--- config.mk ---
export PLATFORM = sky130hd
export DESIGN_NAME = tx_serial_seq_flat
export DESIGN_NICKNAME = d
export VERILOG_FILES = /design/src/rtl/tx_serial_seq_if.sv /design/src/rtl/tx_serial_seq.sv /design/src/flat_wrapper.sv
export SDC_FILE = /design/constraint.sdc
export NUM_CORES = 1
export LEC_CHECK = 0
export CAP_MARGIN = 20
export CORE_UTILIZATION = 42
export CTS_BUF_LIST = sky130_fd_sc_hd__clkbuf_16
export CTS_CLUSTER_DIAMETER = 50
export DETAILED_ROUTE_END_ITERATION = 10
export GPL_TIMING_DRIVEN = 0
export PLACE_DENSITY_LB_ADDON = 0.15
export SLEW_MARGIN = 20
export SYNTH_ARGS = -nofsm -noshare
export SYNTH_HDL_FRONTEND = slang
export SYNTH_SLANG_ARGS = --single-unit
--- constraint.sdc ---
create_clock -name CLK -period 1.7 [get_ports CLK]
set_input_delay 0.255 -clock CLK [delete_from_list [all_inputs] [get_ports CLK]]
set_output_delay 0.255 -clock CLK [all_outputs]
set_load 0.005 [all_outputs]
--- src/rtl/tx_serial_seq_if.sv ---
// Parallel-load / transmit handshake bundle between the memory-side controller and tx_serial_seq.
interface tx_serial_seq_if #(
    parameter int DATA_W = 8
);
    logic              PARALLEL_LOAD;
    logic [DATA_W-1:0] DIN;
    logic              Tx_DATA;
    logic              Tx_DONE;
    logic              TX_BUSY;
    logic              TX_OUT;
    logic              LOAD_IGN;

    modport master (
        output PARALLEL_LOAD, DIN, Tx_DATA,
        input  Tx_DONE, TX_BUSY, TX_OUT, LOAD_IGN
    );

    modport slave (
        input  PARALLEL_LOAD, DIN, Tx_DATA,
        output Tx_DONE, TX_BUSY, TX_OUT, LOAD_IGN
    );
endinterface

--- src/rtl/tx_serial_seq.sv ---
// Serial transmitter: captures a parallel word, then sends start bit, DATA_W bits LSB first, stop bit.
// state   | meaning
// S_IDLE  | line high, ready; loads accepted, Tx_DATA rising edge starts a frame
// S_START | start bit (0) for BAUD_DIV cycles
// S_DATA  | payload bits LSB first, BAUD_DIV cycles each
// S_STOP  | stop bit (1) for BAUD_DIV cycles
module tx_serial_seq #(
    parameter int DATA_W   = 8,
    parameter int BAUD_DIV = 4
) (
    input  logic           CLK,
    input  logic           RESET,
    tx_serial_seq_if.slave bus
);
    localparam int BCW = (BAUD_DIV > 1) ? $clog2(BAUD_DIV) : 1;
    localparam int BTW = (DATA_W > 1) ? $clog2(DATA_W) : 1;
    localparam logic [BCW-1:0] BAUD_LAST = BCW'(BAUD_DIV - 1);
    localparam logic [BTW-1:0] BIT_LAST  = BTW'(DATA_W - 1);

    typedef enum logic [1:0] {S_IDLE, S_START, S_DATA, S_STOP} state_t;

    state_t            r_state;
    logic [DATA_W-1:0] r_hold;
    logic [DATA_W-1:0] r_shift;
    logic [BCW-1:0]    r_baud;
    logic [BTW-1:0]    r_bit;
    logic              r_tx_q;
    logic              r_tx_out;
    logic              r_done;
    logic              r_busy;
    logic              r_load_ign;

    state_t            w_state_nxt;
    logic [DATA_W-1:0] w_hold_nxt;
    logic [DATA_W-1:0] w_shift_nxt;
    logic [BCW-1:0]    w_baud_nxt;
    logic [BTW-1:0]    w_bit_nxt;
    logic              w_tx_out_nxt;
    logic              w_load_ign_nxt;
    logic              w_rise;
    logic              w_baud_wrap;

    assign w_rise      = bus.Tx_DATA & ~r_tx_q;
    assign w_baud_wrap = (r_baud == BAUD_LAST);

    always_ff @(posedge CLK or posedge RESET) begin
        if (RESET) begin
            r_state    <= S_IDLE;
            r_hold     <= '0;
            r_shift    <= '0;
            r_baud     <= '0;
            r_bit      <= '0;
            r_tx_q     <= 1'b0;
            r_tx_out   <= 1'b1;
            r_done     <= 1'b1;
            r_busy     <= 1'b0;
            r_load_ign <= 1'b0;
        end else begin
            r_state    <= w_state_nxt;
            r_hold     <= w_hold_nxt;
            r_shift    <= w_shift_nxt;
            r_baud     <= w_baud_nxt;
            r_bit      <= w_bit_nxt;
            r_tx_q     <= bus.Tx_DATA;
            r_tx_out   <= w_tx_out_nxt;
            r_done     <= (w_state_nxt == S_IDLE);
            r_busy     <= (w_state_nxt != S_IDLE);
            r_load_ign <= w_load_ign_nxt;
        end
    end

    always_comb begin
        w_state_nxt    = r_state;
        w_hold_nxt     = r_hold;
        w_shift_nxt    = r_shift;
        w_baud_nxt     = r_baud;
        w_bit_nxt      = r_bit;
        w_load_ign_nxt = bus.PARALLEL_LOAD & (r_state != S_IDLE);
        case (r_state)
            S_IDLE: begin
                w_baud_nxt = '0;
                w_bit_nxt  = '0;
                if (bus.PARALLEL_LOAD) w_hold_nxt = bus.DIN;
                if (w_rise) begin
                    w_state_nxt = S_START;
                    // a load in the same cycle as the start edge wins over the old holding value
                    w_shift_nxt = bus.PARALLEL_LOAD ? bus.DIN : r_hold;
                end
            end
            S_START: begin
                w_baud_nxt = r_baud + 1'b1;
                if (w_baud_wrap) begin
                    w_state_nxt = S_DATA;
                    w_baud_nxt  = '0;
                end
            end
            S_DATA: begin
                w_baud_nxt = r_baud + 1'b1;
                if (w_baud_wrap) begin
                    w_baud_nxt = '0;
                    if (r_bit == BIT_LAST) begin
                        w_state_nxt = S_STOP;
                        w_bit_nxt   = '0;
                    end else begin
                        w_bit_nxt   = r_bit + 1'b1;
                        w_shift_nxt = r_shift >> 1;
                    end
                end
            end
            S_STOP: begin
                w_baud_nxt = r_baud + 1'b1;
                if (w_baud_wrap) begin
                    w_state_nxt = S_IDLE;
                    w_baud_nxt  = '0;
                end
            end
            default: w_state_nxt = S_IDLE;
        endcase

        // line value is registered from the next state so each bit lasts exactly BAUD_DIV cycles
        case (w_state_nxt)
            S_START: w_tx_out_nxt = 1'b0;
            S_DATA:  w_tx_out_nxt = w_shift_nxt[0];
            default: w_tx_out_nxt = 1'b1;
        endcase
    end

    assign bus.TX_OUT   = r_tx_out;
    assign bus.Tx_DONE  = r_done;
    assign bus.TX_BUSY  = r_busy;
    assign bus.LOAD_IGN = r_load_ign;
endmodule

--- src/flat_wrapper.sv ---
// flat-port wrapper written by rule: the top's interface ports become plain ports
module tx_serial_seq_flat 
#(
    parameter int DATA_W   = 8,
    parameter int BAUD_DIV = 4
)
  (CLK, RESET, bus_PARALLEL_LOAD, bus_DIN, bus_Tx_DATA, bus_Tx_DONE, bus_TX_BUSY, bus_TX_OUT, bus_LOAD_IGN);
  tx_serial_seq_if #(.DATA_W(DATA_W)) bus_i ();
  input  logic CLK;
  input  logic RESET;
  input wire logic [$bits(bus_i.PARALLEL_LOAD)-1:0] bus_PARALLEL_LOAD;
  input wire logic [$bits(bus_i.DIN)-1:0] bus_DIN;
  input wire logic [$bits(bus_i.Tx_DATA)-1:0] bus_Tx_DATA;
  output wire logic [$bits(bus_i.Tx_DONE)-1:0] bus_Tx_DONE;
  output wire logic [$bits(bus_i.TX_BUSY)-1:0] bus_TX_BUSY;
  output wire logic [$bits(bus_i.TX_OUT)-1:0] bus_TX_OUT;
  output wire logic [$bits(bus_i.LOAD_IGN)-1:0] bus_LOAD_IGN;
  assign bus_i.PARALLEL_LOAD = bus_PARALLEL_LOAD;
  assign bus_i.DIN = bus_DIN;
  assign bus_i.Tx_DATA = bus_Tx_DATA;
  assign bus_Tx_DONE = bus_i.Tx_DONE;
  assign bus_TX_BUSY = bus_i.TX_BUSY;
  assign bus_TX_OUT = bus_i.TX_OUT;
  assign bus_LOAD_IGN = bus_i.LOAD_IGN;
  tx_serial_seq #(.DATA_W(DATA_W), .BAUD_DIV(BAUD_DIV)) u_core (.CLK(CLK), .RESET(RESET), .bus(bus_i));
endmodule
==> impl_metrics.toml <==
[status]
status = "finished with violations"
violations = "setup timing"

[cells_and_area]
nets = 149
syn_to_final_growth_pct = 27.24
n_antenna_cell = 0
layout-drive-gt1-share = 0.2180
final_cells = 164
seq_area_sq_um = 703.2
multiInputGateArea_sq_um = 523.0
fillCellCount = 265

[timing]
fmax_ghz = 0.5508
drv_slew = 0
setup_viol = 8
fin_skew_ns = 0.001879
period_share = 1.068
rsz0062_at_grt = "true"
hold_violations = 0
max-slew-margin-rel = 0.5540
worst_slew_pin_slew_ns = 0.6690
post-route-min-period_ns = 1.816
whs_ns = 0.3614
setup_ws_ns = -0.1156
setup_tns_ns = -0.6015

[clock_tree]
cts.sinks = 28
clockRootBuffer = "clkbuf_16"
cts_buffers = 3
clk_pin_slew_ns = 0.07
htreeDepth = 1
clkLatencyLatePin_ns = 0.26
cts_tree = "done"
cts_buffer_depth = 2

[route]
wl_per_cell_microns = 14.30
drt_pass1_iterations = 4
viasPerCell = 5.445
wl_met2_microns = 1161
wirelength_met1_microns = 1058
dr_wl_met3_microns = 71
num_vias = 893
drc = 0
postRouteWirelength_microns = 2346
drt_iter0_markers = 21
ant_nets = 0
dr.max_layer_used = "met4"

[grt]
grt_max_degree = 29
first_global_vias = 838
overflow = 0
grt_pass1_wl_microns = 3815
antenna_found_initial = 0
gr-usage-all-layers = 0.1594

[floorplanning]
coreArea_sq_um = 2805
row_count = 19
die_h_microns = 56.75
start_util = 0.4487
pin_count = 16
dieArea_sq_um = 3220
die_x_microns = 56.75

[worst_hold_path]
hold_class = "in -> async"

[synthesis]
netlist_area_sq_um = 1259
yosys_warnings = 0
synth_commonest_cells = "26 x dfrtp_1, 15 x nor2_1, 8 x mux2i_1"
synth_ff_type = "dfrtp_1"
avgSynthCellArea_sq_um = 11.65
synth_edf_count = 0
synthTopCellsByArea = "dfrtp_1 52%, mux2i_1 6.4%, a221o_1 5.6%, nor2_1 4.5%, dfstp_2 4.2%"
synth_nets = 123
ys_seq_area_frac = 0.5586
yosys.area.top_type = "dfrtp_1"
synth_top_cell_area_share = 0.5169
syn_inst = 108
ys_types = 27
synth-seq-cells = 28
yosysMostFrequentCell = "dfrtp_1"
async_flop_share = 1.000

[power]
clockPowerShare = 0.199
ir_drop_v = 0.0008262
pwr-share-seq = 0.413
power.internal_w = 0.001845
p_leak_nw = 0.7102
p_comb_frac = 0.389
p_sw_w = 0.0008507
power.total_w = 0.002696
switching_share = 0.3156
powerDensity_nw_per_um2 = 1683

[critical_path]
cp.required_ns = 1.90
rrSetupSlack_ns = -0.12
cp-start-kind = "flip-flop"
endpoint_kind = "flip-flop"
crit_type = "reg -> reg"
cp_max_fo = 3
reg2reg_from = "u_core.r_bit[0]$_DFFE_PP0P_"
reg2reg_depth = 7
rr_endpoint = "u_core.bus.TX_OUT$_DFF_PP1_"
worstPathArrival_ns = 2.01

[flow_run]
max_cap_viol_count = 0

[placement]
dp_hpwl_microns = 1552
placedCellCount = 153
gp_congestion = 0.7204
port_buffers = 14
==> cell type report <==
type,instances,share of cell area
Multi-Input combinational cell,69,0.3266
Buffer,6,0.02891
Inverter,5,0.01172
Tap cell,31,0.02422
Timing Repair Buffer,21,0.1203
Sequential cell,28,0.4391
Clock buffer,3,0.04687
Clock inverter,1,0.002344
==> registers in the layout, summed over array words and instances (netlist names) <==
register / count
u_core.bus.LOAD_IGN: 1
u_core.bus.TX_BUSY: 1
u_core.bus.TX_OUT: 1
u_core.bus.Tx_DONE: 1
u_core.r_baud: 2
u_core.r_bit: 3
u_core.r_hold: 8
u_core.r_shift: 8
u_core.r_state: 2
u_core.r_tx_q: 1
==> power groups by stage <==
stage	clock, W	combinational (W)	sequential, W
final	0.000535	0.00105	0.00111
after global routing	0.000575	0.00118	0.00115
after CTS	0.000549	0.000996	0.00111
after detailed placement	0	0.000945	0.00113
after global placement	0	0.000910	0.00112
after floorplan	0	0.000693	0.00110
==> critical path, cell delays in order, from the launching register on <==
cell,delay [ns]
dfrtp_1,0.39
ha_2,0.20
ha_4,0.16
and4bb_2,0.29
buf_6,0.11
nor2_4,0.04
a221o_1,0.36
o21ba_1,0.19
==> kinds of logic (layout without fill, tap and decap cells) <==
kind of cell | after synthesis | count (layout) | synth area share
AOI/OAI and AO/OA | 20 | 20 | 0.1203
muxes | 11 | 11 | 0.09046
buffers and inverters | 11 | 36 | 0.04871
xor gates and xnor gates | 1 | 1 | 0.006960
adders and majority gates | 3 | 3 | 0.02982
DFF | 28 | 28 | 0.5586
and+or+nand+nor | 34 | 34 | 0.1451
==> repair_timing <==
action | CTS | global route
pin swaps | 1 | 5
gates resized for setup | 0 | 2
setup endpoints to repair | 3 | 9
gates cloned | 0 | 0
buffers inserted | 3 | 4
hold buffers | 0 | 0
==> worst max-delay path by stage <==
stage | from | to | depth (start not counted)
4_1_cts | u_core.r_bit[1]$_DFFE_PP0P_ | u_core.bus.TX_OUT$_DFF_PP1_ | 7
5_1_grt | u_core.r_bit[0]$_DFFE_PP0P_ | u_core.bus.TX_OUT$_DFF_PP1_ | 7
3_3_place_gp | bus_Tx_DATA | u_core.bus.TX_OUT$_DFF_PP1_ | 5
6_report | u_core.r_bit[0]$_DFFE_PP0P_ | u_core.bus.TX_OUT$_DFF_PP1_ | 7
2_1_floorplan | u_core.r_bit[0]$_DFFE_PP0P_ | u_core.bus.TX_OUT$_DFF_PP1_ | 7
3_5_place_dp | bus_Tx_DATA | u_core.bus.TX_OUT$_DFF_PP1_ | 5
==> through the flow <==
step,worst slack [ns],area [sq um],utilization
floorplan,-0.04615,1282,-
global placement,-0.1422,1461,0.5210
detailed placement,-0.1603,1461,0.5210
CTS,-0.06848,1563,0.5571
global route,-0.1749,1602,0.5709
finish,-0.1156,1602,0.5709
==> cells in the final DEF, fill, tap and decap left out <==
cell / instances
dfrtp_1: 26
nor2_1: 15
clkdlybuf4s50_1: 14
mux2i_1: 8
nand2_1: 7
a221o_1: 7
buf_4: 7
a21oi_1: 5
nor2b_1: 5
o21ai_0: 4
inv_1: 4
buf_6: 3
mux2_2: 3
clkbuf_16: 3
clkbuf_1: 2
nor2_4: 2
a22o_1: 2
ha_2: 2
dfstp_2: 2
buf_2: 1
or4b_4: 1
nor4b_2: 1
and4bb_2: 1
nand3_1: 1
a311oi_2: 1
xnor2_1: 1
o21ba_1: 1
nor3_1: 1
inv_2: 1
ha_4: 1
clkinv_1: 1
==> layer usage <==
metal,up-vias,track usage
li1,433,-
met1,437,0.2024
met2,16,0.2551
met3,7,0.03456
met4,0,0.08362
met5,-,0
Note: power is estimated with default switching activity, not from simulation.
